[config.mk]
export PLATFORM = sky130hd
export DESIGN_NAME = move_cmd_scheduler
export DESIGN_NICKNAME = d
export VERILOG_FILES = /design/src/rtl/move_cmd_scheduler.sv
export SDC_FILE = /design/constraint.sdc
export NUM_CORES = 1
export LEC_CHECK = 0
export BUFFER_PORTS_ARGS = -buffer_cell sky130_fd_sc_hd__buf_2
export CAP_MARGIN = 20
export CORE_AREA = 4 4 73 75
export DETAILED_ROUTE_END_ITERATION = 10
export DIE_AREA = 0 0 77 79
export MAX_ROUTING_LAYER = met4
export PLACE_DENSITY = 0.77
export SLEW_MARGIN = 20
export SYNTH_ARGS = -nofsm -noshare
export SYNTH_HDL_FRONTEND = slang
export SYNTH_SLANG_ARGS = --single-unit
[constraint.sdc]
create_clock -name clk -period 4.1 [get_ports clk]
set_input_delay 0.82 -clock clk [delete_from_list [all_inputs] [get_ports clk]]
set_output_delay 0.82 -clock clk [all_outputs]
set_load 0.03 [all_outputs]
[src/rtl/move_cmd_scheduler.sv]
// Queues keyboard move pulses as coalesced direction commands and releases
// at most one per video frame to the movement block over valid/ready.
module move_cmd_scheduler #(
  parameter int unsigned DEPTH   = 4,
  parameter int unsigned MAX_RUN = 15
) (
  input  logic                     clk,
  input  logic                     rst,
  input  logic                     move_up,
  input  logic                     move_down,
  input  logic                     move_left,
  input  logic                     move_right,
  input  logic                     frame_tick,
  input  logic                     cmd_ready,
  output logic                     cmd_valid,
  output logic [1:0]               cmd_dir,
  output logic [3:0]               cmd_run,
  output logic [$clog2(DEPTH):0]   fifo_count,
  output logic                     overflow,
  output logic [7:0]               drop_count
);

  localparam int unsigned PTR_W = $clog2(DEPTH);
  localparam int unsigned CNT_W = PTR_W + 1;
  localparam int unsigned RUN_W = 4;
  localparam int unsigned DIR_W = 2;

  typedef enum logic {IDLE, HOLD} state_e;

  state_e             state_q, state_d;
  logic [DIR_W-1:0]   dir_mem_q [DEPTH];
  logic [DIR_W-1:0]   dir_mem_d [DEPTH];
  logic [RUN_W-1:0]   run_mem_q [DEPTH];
  logic [RUN_W-1:0]   run_mem_d [DEPTH];
  logic [PTR_W-1:0]   wr_ptr_q, wr_ptr_d;
  logic [PTR_W-1:0]   rd_ptr_q, rd_ptr_d;
  logic [CNT_W-1:0]   count_q, count_d;
  logic               cmd_valid_q, cmd_valid_d;
  logic [DIR_W-1:0]   cmd_dir_q, cmd_dir_d;
  logic [RUN_W-1:0]   cmd_run_q, cmd_run_d;
  logic               overflow_q, overflow_d;
  logic [7:0]         drop_q, drop_d;

  logic               press_c;
  logic [DIR_W-1:0]   press_dir_c;
  logic [PTR_W-1:0]   tail_c;
  logic               pop_c;
  logic               tail_pop_c;
  logic               coalesce_c;
  logic               push_c;
  logic               drop_c;

  // Press encode, queue decisions and FSM next state.
  always_comb begin
    state_d     = state_q;
    dir_mem_d   = dir_mem_q;
    run_mem_d   = run_mem_q;
    wr_ptr_d    = wr_ptr_q;
    rd_ptr_d    = rd_ptr_q;
    count_d     = count_q;
    cmd_valid_d = cmd_valid_q;
    cmd_dir_d   = cmd_dir_q;
    cmd_run_d   = cmd_run_q;
    overflow_d  = overflow_q;
    drop_d      = drop_q;

    press_c     = move_up | move_down | move_left | move_right;
    press_dir_c = DIR_W'(0);
    if (move_up)         press_dir_c = DIR_W'(0);
    else if (move_down)  press_dir_c = DIR_W'(1);
    else if (move_left)  press_dir_c = DIR_W'(2);
    else if (move_right) press_dir_c = DIR_W'(3);

    tail_c     = wr_ptr_q - PTR_W'(1);
    pop_c      = (state_q == IDLE) && frame_tick && (count_q != CNT_W'(0));
    // With a single entry the tail is the head; a popped entry cannot grow.
    tail_pop_c = pop_c && (count_q == CNT_W'(1));
    coalesce_c = press_c && (count_q != CNT_W'(0)) &&
                 (dir_mem_q[tail_c] == press_dir_c) &&
                 (run_mem_q[tail_c] < RUN_W'(MAX_RUN)) && !tail_pop_c;
    push_c     = press_c && !coalesce_c && ((count_q != CNT_W'(DEPTH)) || pop_c);
    drop_c     = press_c && !coalesce_c && !push_c;

    if (coalesce_c) run_mem_d[tail_c] = run_mem_q[tail_c] + RUN_W'(1);
    if (push_c) begin
      dir_mem_d[wr_ptr_q] = press_dir_c;
      run_mem_d[wr_ptr_q] = RUN_W'(1);
      wr_ptr_d            = wr_ptr_q + PTR_W'(1);
    end
    if (drop_c) begin
      overflow_d = 1'b1;
      if (drop_q != 8'hFF) drop_d = drop_q + 8'd1;
    end

    case ({push_c, pop_c})
      2'b10:   count_d = count_q + CNT_W'(1);
      2'b01:   count_d = count_q - CNT_W'(1);
      default: count_d = count_q;
    endcase

    case (state_q)
      IDLE: begin
        if (pop_c) begin
          state_d     = HOLD;
          cmd_valid_d = 1'b1;
          cmd_dir_d   = dir_mem_q[rd_ptr_q];
          cmd_run_d   = run_mem_q[rd_ptr_q];
          rd_ptr_d    = rd_ptr_q + PTR_W'(1);
        end
      end
      HOLD: begin
        if (cmd_ready) begin
          state_d     = IDLE;
          cmd_valid_d = 1'b0;
        end
      end
      default: begin
        state_d     = IDLE;
        cmd_valid_d = 1'b0;
      end
    endcase
  end

  always_ff @(posedge clk or negedge rst) begin
    if (!rst) begin
      state_q     <= IDLE;
      for (int i = 0; i < int'(DEPTH); i++) begin
        dir_mem_q[i] <= DIR_W'(0);
        run_mem_q[i] <= RUN_W'(0);
      end
      wr_ptr_q    <= PTR_W'(0);
      rd_ptr_q    <= PTR_W'(0);
      count_q     <= CNT_W'(0);
      cmd_valid_q <= 1'b0;
      cmd_dir_q   <= DIR_W'(0);
      cmd_run_q   <= RUN_W'(0);
      overflow_q  <= 1'b0;
      drop_q      <= 8'd0;
    end else begin
      state_q     <= state_d;
      dir_mem_q   <= dir_mem_d;
      run_mem_q   <= run_mem_d;
      wr_ptr_q    <= wr_ptr_d;
      rd_ptr_q    <= rd_ptr_d;
      count_q     <= count_d;
      cmd_valid_q <= cmd_valid_d;
      cmd_dir_q   <= cmd_dir_d;
      cmd_run_q   <= cmd_run_d;
      overflow_q  <= overflow_d;
      drop_q      <= drop_d;
    end
  end

  assign cmd_valid  = cmd_valid_q;
  assign cmd_dir    = cmd_dir_q;
  assign cmd_run    = cmd_run_q;
  assign fifo_count = count_q;
  assign overflow   = overflow_q;
  assign drop_count = drop_q;

endmodule

### Word level (Yosys, flattened, before mapping)

Cells that the tools add are included.

* word-level logic and storage cells: 102
* input port bits: 8
* flip-flop bits (word level): 48
* output and inout port bits: 19

* equality and inequality tests: 8
* magnitude comparators: 6
* bitwise logic cells: 10
* reductions and logical operators: 21
* multiplexer cells: 33
* $add $sub $neg: 7

Operators with widths (number)
* $mux W16: 2
* $mux W4: 6
* $mux W2: 9
* $bmux W4 S2: 2
* $bwmux W16: 1
* $demux W4 S2: 2
* $and A12 B12 Y12: 1
* $logic_and A1 B1 Y1: 12
* $not A12 Y12: 1
* $ge A3 B3 Y1 const B: 3
* $not A2 Y3: 3
* $add A8 B1 Y8 const B: 1
* $bmux W2 S2: 2
* $bwmux W8: 1
* $ne A8 B8 Y1 const B: 1
* $lt A3 B1 Y1 const B: 2
* $pmux W3 S2: 1
* $reduce_and A2 Y1: 3
* $add A2 B1 Y2 const B: 2
* $add A4 B1 Y4 const B: 1
* $demux W2 S2: 1
* $lt A4 B4 Y1 const B: 1
* $mux W1: 4
* $ne A2 B2 Y1 const B: 2
* 16 further kinds: 21

### Longest topological paths before layout

Gate-level depths: netlist of the first run.

* word-level depth: 15
* gate-level depth with buffers: 13

### Worst setup path before layout of the first run

Ideal clock, no wire load.

* path type: reg-to-reg
* start: register wr_ptr_q[0]
* end: register dir_mem_q[6] (netlist bit)
* data arrival time: 3188 ps
* cell stages (with the launch flop): 14
* slack: 787 ps
* clock period less this slack: 3313 ps
* library setup time: 125 ps
* cell sequence: dfrtp_1 > buf_6 > inv_1 > ha_1 > buf_2 > mux4_1 > ha_1 > nand2_1 > o22ai_1 > a221oi_4 > a31oi_1 > buf_2 > nand2_2 > mux2_2

* word-level cells in the longest chain between the ends: 12
* elaborated cells between the ends (all ways): 23
* classes of those cells: 1 x add/sub; 3 x order compare; 1 x eq/ne; 9 x mux; 2 x bitwise; 7 x reduce/logical

Ends and longest elaborated chain
* from (decl): line 35 `logic [PTR_W-1:0] wr_ptr_q, wr_ptr_d;`
* from (signal assigned): line 143 `wr_ptr_q <= wr_ptr_d;`
* $sub A2 B1 Y2 *: line 74 `tail_c = wr_ptr_q - PTR_W'(1);`
* named net tail_c[0]: line 46 `logic [PTR_W-1:0] tail_c;`
* $not A2 Y3 (implied by the code) *: line 79, 80
* branches (longest 5 deep; another with $lt A4 B4 Y1)
* $logic_and A1 B1 Y1 *: line 79 `(dir_mem_q[tail_c] == press_dir_c) &&`
* $logic_and A1 B1 Y1 *: line 80 `(run_mem_q[tail_c] < RUN_W'(MAX_RUN)) && !tail_pop_c;`
* $logic_not A1 Y1 *: line 81 `push_c = press_c && !coalesce_c && ((count_q != CNT_W'(DEPTH)) || pop_c);`
* $logic_and A1 B1 Y1 * (2 in a row): line 81
* to (signal assigned): line 141 `dir_mem_q <= dir_mem_d;`
* to (decl): line 31 `logic [DIR_W-1:0] dir_mem_q [DEPTH];`

Mark *: on every way through the listed nets, which the timed path passes. The select of a mux whose other input is x is not followed.
A chain may end at the register's enable or synchronous reset.

### Worst setup path in the final report of the first run

* start: register wr_ptr_q[1]
* end: register dir_mem_q[3] (netlist bit)

* word-level cells in the longest chain between the ends: 12
* elaborated cells between the ends (all ways): 23
* classes of those cells: 1 x add/sub; 3 x order compare; 1 x eq/ne; 9 x mux; 2 x bitwise; 7 x reduce/logical

Ends and longest elaborated chain
* branches (longest 12 deep; another with $lt A4 B4 Y1)

Parallel ways; which one is timed is not known. The select of a mux whose other input is x is not followed.

==> results.py, run 1 <==
metrics = {
    "critical_path": {
        "cpMostUsedCell": "ha_1",
        "cpMaxStageDelayCell": "mux4_1",
        "start_kind": "flop",
        "crit_path_max_incr_delay_ns": 0.62,
        "critical_path_required_ns": 4.29,
        "path_cells": "inv_1 > ha_1 > mux4_1 > ha_1 > nand2b_1 > o22ai_1 > a221oi_4 > a31oi_1 > nand2_1 > mux2_2",
        "critical_path_peak_fanout": 8,
        "worstRegToRegCells": 10,
        "critical_path_class": "reg -> reg",
        "worstPathArrival_ns": 3.70,
        "timing.rr.end": "dir_mem_q[3]$_DFFE_PN0P_",
        "rrSetupSlack_ns": 0.60,
        "crit_path_end": "dir_mem_q[3]$_DFFE_PN0P_",
        "crit_buf_inv": 1,
        "regToRegStartpoint": "wr_ptr_q[1]$_DFFE_PN0P_",
        "cp.depth": 10,
        "startpoint": "wr_ptr_q[1]$_DFFE_PN0P_",
        "end_kind": "flop",
        "crit_family": "multiplexers",
    },
    "global_route": {
        "grt_pass1_wl_um": 9487,
        "globalRouteMet3Util": 0.04649,
        "use_met1": 0.2524,
        "antenna_found_initial": 0,
        "top_usage_layer": "met2",
        "grt_max_degree": 49,
        "met2_usage": 0.3389,
        "grt_usage": 0.2063,
        "gr-total-overflow": 0,
        "grt_pass1_vias": 1865,
    },
    "yosys": {
        "async_flop_share": 1.000,
        "synthDistinctLibCells": 38,
        "ys.flop_type": "dfrtp_1",
        "yosys_warnings": 0,
        "synth.net_count": 243,
        "netlist_area_mm2": 0.002665,
        "syn_avg_cell_area_um2": 11.95,
        "synth-edff-count": 0,
        "synth.ff_latch_count": 48,
        "seq_area_frac_synth": 0.4507,
        "synthCells": 223,
    },
    "detailed_routing": {
        "ant_nets": 0,
        "firstDrtPassIters": 4,
        "drt_iter0_drc": 164,
        "drt-total-wl_um": 5569,
        "via_count": 1834,
        "vias_per_cell": 6.033,
        "post_drt_wl_per_cell_um": 18.32,
        "drc_errors": 0,
    },
    "power": {
        "power.leakage_nw": 1.460,
        "powerDensity_mw_per_mm2": 907.3,
        "vdd_drop_max_uv": 380.6,
        "power.total_w": 0.002673,
    },
    "floorplan": {
        "die_w_um": 77,
        "rows": 25,
        "die-area_mm2": 0.006083,
        "core-area_mm2": 0.004661,
        "die_y_um": 79,
        "initial_core_util": 0.5718,
        "num_io_pins": 27,
    },
    "timing": {
        "maxSlewViolCount": 0,
        "max_freq_mhz": 285.5,
        "period_share": 0.8543,
        "worst_slew_pin_slew_ns": 0.8157,
        "rsz0062_at_grt": "false",
        "setup_viol_count_final": 0,
        "hold_ws_ns": 0.4731,
        "clock_skew_ns": 0.007117,
        "max-slew-margin-rel": 0.4562,
        "hold_viol": 0,
        "fin_crit_ns": 3.503,
        "fin_tns_setup_ns": 0,
    },
    "hold_path": {
        "hold_class": "reg -> reg",
        "min-delay-start": "cmd_dir[1]$_DFFE_PN0P_",
    },
    "clock_tree": {
        "post_cts_resized": 0,
        "post_cts_buffers": 0,
        "root_buffer": "clkbuf_8",
        "cts_buffers": 5,
        "clk_latency_ns": 0.31,
        "clock_path_buffers": 2,
        "clkSlewWorstSetupHoldPaths_ns": 0.09,
        "holdBufCountCts": 0,
        "cts_tree": "done",
        "h-tree-depth": 2,
        "cts_sinks": 48,
    },
    "run": {
        "drv_cap": 0,
    },
    "finish": {
        "syn_to_final_growth_pct": 10.56,
        "layout-drive-gt1-share": 0.2360,
        "fin_nets": 269,
        "num_antenna_cells": 0,
    },
    "place": {
        "post-dp-hpwl_um": 3988,
        "io_buffers": 26,
        "gp_congestion": 0.8734,
    },
    "run_status": {
        "outcome": "completed",
    },
}
-- cells by family after synthesis --
group | synth area share
xor gates and xnor gates | 0.05822
adders and majority gates | 0.05634
DFF | 0.4507
AOI/OAI and AO/OA | 0.08921
buffers and inverters | 0.03052
muxes | 0.2005
and+or+nand+nor | 0.1146
-- per-stage QoR --
| step | worst slack (ns) | cells | instance area (um2) | util |
|---|---|---|---|---|
| finish | 0.5974 | 304 | 2947 | 0.6322 |
| floorplan | 0.7873 | 223 | 2665 | - |
| CTS | 0.6221 | 304 | 2944 | 0.6317 |
| global placement | 0.7513 | 296 | 2823 | 0.6056 |
| detailed placement | 0.6494 | 296 | 2823 | 0.6056 |
| global route | 0.4100 | 304 | 2947 | 0.6322 |
-- report_power, final --
group          leakage (nW)  switching [W]  internal (W)
combinational         0.789       0.000877      0.000610
clock                0.0614       0.000165      0.000200
sequential            0.610       0.000168      0.000653
-- worst min-delay path by stage --
stage                                    end  cells after the start
CTS                    cmd_valid$_DFFE_PN0P_                      2
finish                cmd_dir[1]$_DFFE_PN0P_                      2
global route          cmd_dir[1]$_DFFE_PN0P_                      2
detailed placement      overflow$_DFFE_PN0P_                      1
global placement        overflow$_DFFE_PN0P_                      1
floorplan           dir_mem_q[5]$_DFFE_PN0P_                      1
-- metal layers --
metal / vias to the layer above / routed length, um
li1: 855 / -
met5: - / 0
met3: 14 / 311
met4: 0 / 125
met1: 909 / 2377
met2: 56 / 2754
-- cell usage after synthesis, drive strengths merged (3+ instances only) --
master	instances	area [um2]
nand2	35	138.9
inv	7	26.28
ha	12	150.1
nor2	3	11.26
mux2	9	101.3
a21oi	14	70.07
a31oi	3	33.78
xnor2	15	146.4
clkbuf	4	15.01
nand3	5	25.02
mux2i	17	170.2
mux4	11	262.8
dfrtp	48	1201
and2	4	25.02
nand4	8	50.05
buf	5	40.04
o211ai	4	30.03
-- cells in the final DEF (no fill, tap or decap), types with 2 or more instances in the layout --
| cell type | instances |
|---|---|
| nand2b_1 | 2 |
| nand4_1 | 8 |
| mux4_1 | 4 |
| and2_1 | 4 |
| a31o_2 | 2 |
| o211ai_1 | 4 |
| dfrtp_1 | 48 |
| mux2_2 | 4 |
| mux2_1 | 5 |
| ha_1 | 12 |
| mux2i_1 | 17 |
| xnor2_2 | 2 |
| and3_1 | 2 |
| a31oi_1 | 2 |
| nand2_2 | 3 |
| nor2_1 | 3 |
| buf_2 | 25 |
| clkbuf_8 | 6 |
| xnor2_1 | 13 |
| buf_4 | 3 |
| nand3_1 | 5 |
| nand2_1 | 32 |
| o22ai_1 | 2 |
| a21oi_1 | 14 |
| mux4_2 | 7 |
| inv_1 | 7 |
| o21ai_0 | 2 |
-- worst reg2reg max path, delay by kind of cell, from the launching register on --
family                   cells  cell delay (ns)
multiplexers                 2             0.98
adder cells (fa/ha/maj)      2             0.76
AND/OR/NAND/NOR              2             0.31
flip-flops                   1             0.40
AO/OA/AOI/OAI                3             0.85
buffers and inverters        1             0.10
-- sequential cells by signal, indices dropped and copies added, names as in the netlist --
| register | cells |
|---|---|
| run_mem_q | 16 |
| cmd_dir | 2 |
| overflow | 1 |
| wr_ptr_q | 2 |
| cmd_valid | 1 |
| drop_count | 8 |
| state_q | 1 |
| dir_mem_q | 8 |
| rd_ptr_q | 2 |
| cmd_run | 4 |
| fifo_count | 3 |
-- final cells by class --
cell class	instances	area (um2)
Fill cell	359	1714
Multi-Input combinational cell	159	1383
Sequential cell	48	1201
Timing Repair Buffer	28	147.6
Clock buffer	6	82.58
Tap cell	54	67.56
Clock inverter	2	38.79
Inverter	7	26.28
No activity file was read; power rests on OpenSTA's default activity.
==> run 2, diff against run 1 <==
--- a/config.mk
+++ b/config.mk
@@ -7,11 +7,11 @@
 export LEC_CHECK = 0
 export BUFFER_PORTS_ARGS = -buffer_cell sky130_fd_sc_hd__buf_2
 export CAP_MARGIN = 20
-export CORE_AREA = 4 4 73 75
+export CORE_AREA = 4 4 109 111
 export DETAILED_ROUTE_END_ITERATION = 10
-export DIE_AREA = 0 0 77 79
+export DIE_AREA = 0 0 113 115
 export MAX_ROUTING_LAYER = met4
-export PLACE_DENSITY = 0.77
+export REMOVE_ABC_BUFFERS = 1
 export SLEW_MARGIN = 20
 export SYNTH_ARGS = -nofsm -noshare
 export SYNTH_HDL_FRONTEND = slang
==> run 2 against run 1 <==
  * Flip-flop and latch count is the same
  * Die area grew 110%
  * Count of clock-buffer cells in the layout is the same
  * Via count shrank 4.0%
  * Setup slack lost 0.024 ns
  * Largest power group unchanged
  * Worst hold slack gained 0.0071 ns
  * Power shrank 3.5%
  * Critical path depth is the same
  * Clock skew is essentially flat
  * Non-clock buffer count is the same
  * Utilization shrank 35 points
==> results.py, run 2 (same netlist as run 1, synthesis figures left out) <==
metrics = {
    "timing": {
        "clock_skew_ns": 0.006796,
        "fin_tns_setup_ns": 0,
        "setup_viol_count_final": 0,
        "fin_crit_ns": 3.527,
        "period_share": 0.8602,
        "rsz0062_at_grt": "false",
        "layout_setup_ws_ns": 0.5732,
        "hold_viol": 0,
        "worst_slew_pin_slew_ns": 0.8829,
        "max-slew-margin-rel": 0.4114,
        "hold_ws_ns": 0.4802,
        "maxSlewViolCount": 0,
        "max_freq_mhz": 283.5,
    },
    "critical_path": {
        "cpMaxStageDelayCell": "mux4_1",
        "start_kind": "flop",
        "regToRegStartpoint": "wr_ptr_q[1]$_DFFE_PN0P_",
        "worstRegToRegCells": 10,
        "cp.depth": 10,
        "crit_path_end": "dir_mem_q[3]$_DFFE_PN0P_",
        "crit_family": "multiplexers",
        "critical_path_required_ns": 4.29,
        "startpoint": "wr_ptr_q[1]$_DFFE_PN0P_",
        "critical_path_class": "reg -> reg",
        "crit_path_max_incr_delay_ns": 0.63,
        "worstPathArrival_ns": 3.72,
        "rrSetupSlack_ns": 0.57,
        "path_cells": "inv_1 > ha_1 > mux4_1 > ha_1 > nand2_1 > o22ai_1 > a221oi_4 > a31oi_1 > nand2_1 > mux2_2",
        "end_kind": "flop",
        "crit_buf_inv": 1,
        "timing.rr.end": "dir_mem_q[3]$_DFFE_PN0P_",
        "critical_path_peak_fanout": 8,
    },
    "detailed_routing": {
        "post_drt_wl_per_cell_um": 14.31,
        "drt_iter0_drc": 88,
        "drc_errors": 0,
        "vias_per_cell": 4.515,
        "drt-total-wl_um": 5580,
        "firstDrtPassIters": 4,
        "via_count": 1761,
        "ant_nets": 0,
    },
    "finish": {
        "utilization": 0.2803,
        "fin_cells": 390,
        "final.fill_count": 1117,
        "multi_input_area_mm2": 0.001383,
        "largest_reg_flops": 16,
        "layout-drive-gt1-share": 0.2360,
        "regMostFlops": "run_mem_q",
        "syn_to_final_growth_pct": 13.52,
        "final_cell_mix": "48 x dfrtp_1, 32 x nand2_1, 25 x buf_2",
        "fin_nets": 269,
        "seqCellArea_mm2": 0.001201,
        "final_common_cell": "dfrtp_1",
        "num_antenna_cells": 0,
    },
    "clock_tree": {
        "clkSlewWorstSetupHoldPaths_ns": 0.09,
        "root_buffer": "clkbuf_8",
        "cts_tree": "done",
        "holdBufCountCts": 0,
        "clk_latency_ns": 0.30,
        "cts_sinks": 48,
        "cts_buffers": 5,
        "h-tree-depth": 2,
        "clock_path_buffers": 2,
        "post_cts_buffers": 0,
        "post_cts_resized": 0,
    },
    "global_route": {
        "gr-total-overflow": 0,
        "grt_pass1_vias": 1740,
        "grt_max_degree": 49,
        "grt_pass1_wl_um": 9404,
        "grt_usage": 0.09340,
        "antenna_found_initial": 0,
    },
    "place": {
        "post-dp-hpwl_um": 4127,
        "io_buffers": 26,
        "dp_cells": 382,
        "gp_congestion": 0.8005,
        "post-place-ws_ns": 0.6153,
    },
    "floorplan": {
        "core-area_mm2": 0.01079,
        "rows": 38,
        "num_io_pins": 27,
        "initial_core_util": 0.2469,
        "die-area_mm2": 0.01300,
        "die_y_um": 115,
        "die_w_um": 113,
    },
    "run_status": {
        "outcome": "completed",
    },
    "power": {
        "powerDensity_mw_per_mm2": 852.6,
        "vdd_drop_max_uv": 303.9,
        "power.leakage_nw": 1.450,
    },
    "hold_path": {
        "hold_class": "reg -> reg",
    },
    "run": {
        "drv_cap": 0,
    },
}
-- run 2: metrics by stage --
step / power [W] / instance area (um2)
floorplan: 0.001913 / 2610
global placement: 0.002282 / 2930
detailed placement: 0.002303 / 2930
CTS: 0.002609 / 3023
global route: 0.002781 / 3025
finish: 0.002579 / 3025
-- run 2: layout make-up --
cell class | count | share of cell area
clock buffers | 6 | 0.02730
clock inverters | 2 | 0.003309
inverters | 7 | 0.008685
multi-input cells | 159 | 0.4570
flip-flops and latches | 48 | 0.3970
well taps | 140 | 0.05790
repair buffers | 28 | 0.04880
-- run 2: per-layer routing --
metal  vias up  GRT usage  share of wire
li1        858          -              -
met1       874     0.1194           0.46
met2        25     0.1453           0.49
met3         4    0.02632          0.040
met4         0    0.02644         0.0075
met5         -          -              0
-- run 2: how the worst min path moves through the flow --
stage                             startpoint                  endpoint  depth (start not counted)
floorplan           dir_mem_q[5]$_DFFE_PN0P_  dir_mem_q[5]$_DFFE_PN0P_                          1
global placement        overflow$_DFFE_PN0P_      overflow$_DFFE_PN0P_                          1
detailed placement    cmd_run[1]$_DFFE_PN0P_    cmd_run[1]$_DFFE_PN0P_                          2
CTS                   cmd_run[1]$_DFFE_PN0P_    cmd_run[1]$_DFFE_PN0P_                          2
global route          cmd_run[3]$_DFFE_PN0P_    cmd_run[3]$_DFFE_PN0P_                          2
finish                cmd_run[1]$_DFFE_PN0P_    cmd_run[1]$_DFFE_PN0P_                          2
-- run 2: worst reg2reg max path, cell delays in order, from the launching register on --
cell,delay (ns)
dfrtp_1,0.41
inv_1,0.10
ha_1,0.50
mux4_1,0.63
ha_1,0.26
nand2_1,0.08
o22ai_1,0.11
a221oi_4,0.41
a31oi_1,0.33
nand2_1,0.23
mux2_2,0.35
-- run 2: power by group --
part / internal [W] / total (W) / leakage (nW) / switching [W]
combinational: 0.000608 / 0.00146 / 0.789 / 0.000856
sequential: 0.000653 / 0.000821 / 0.610 / 0.000168
clock: 0.000135 / 0.000294 / 0.0510 / 0.000159
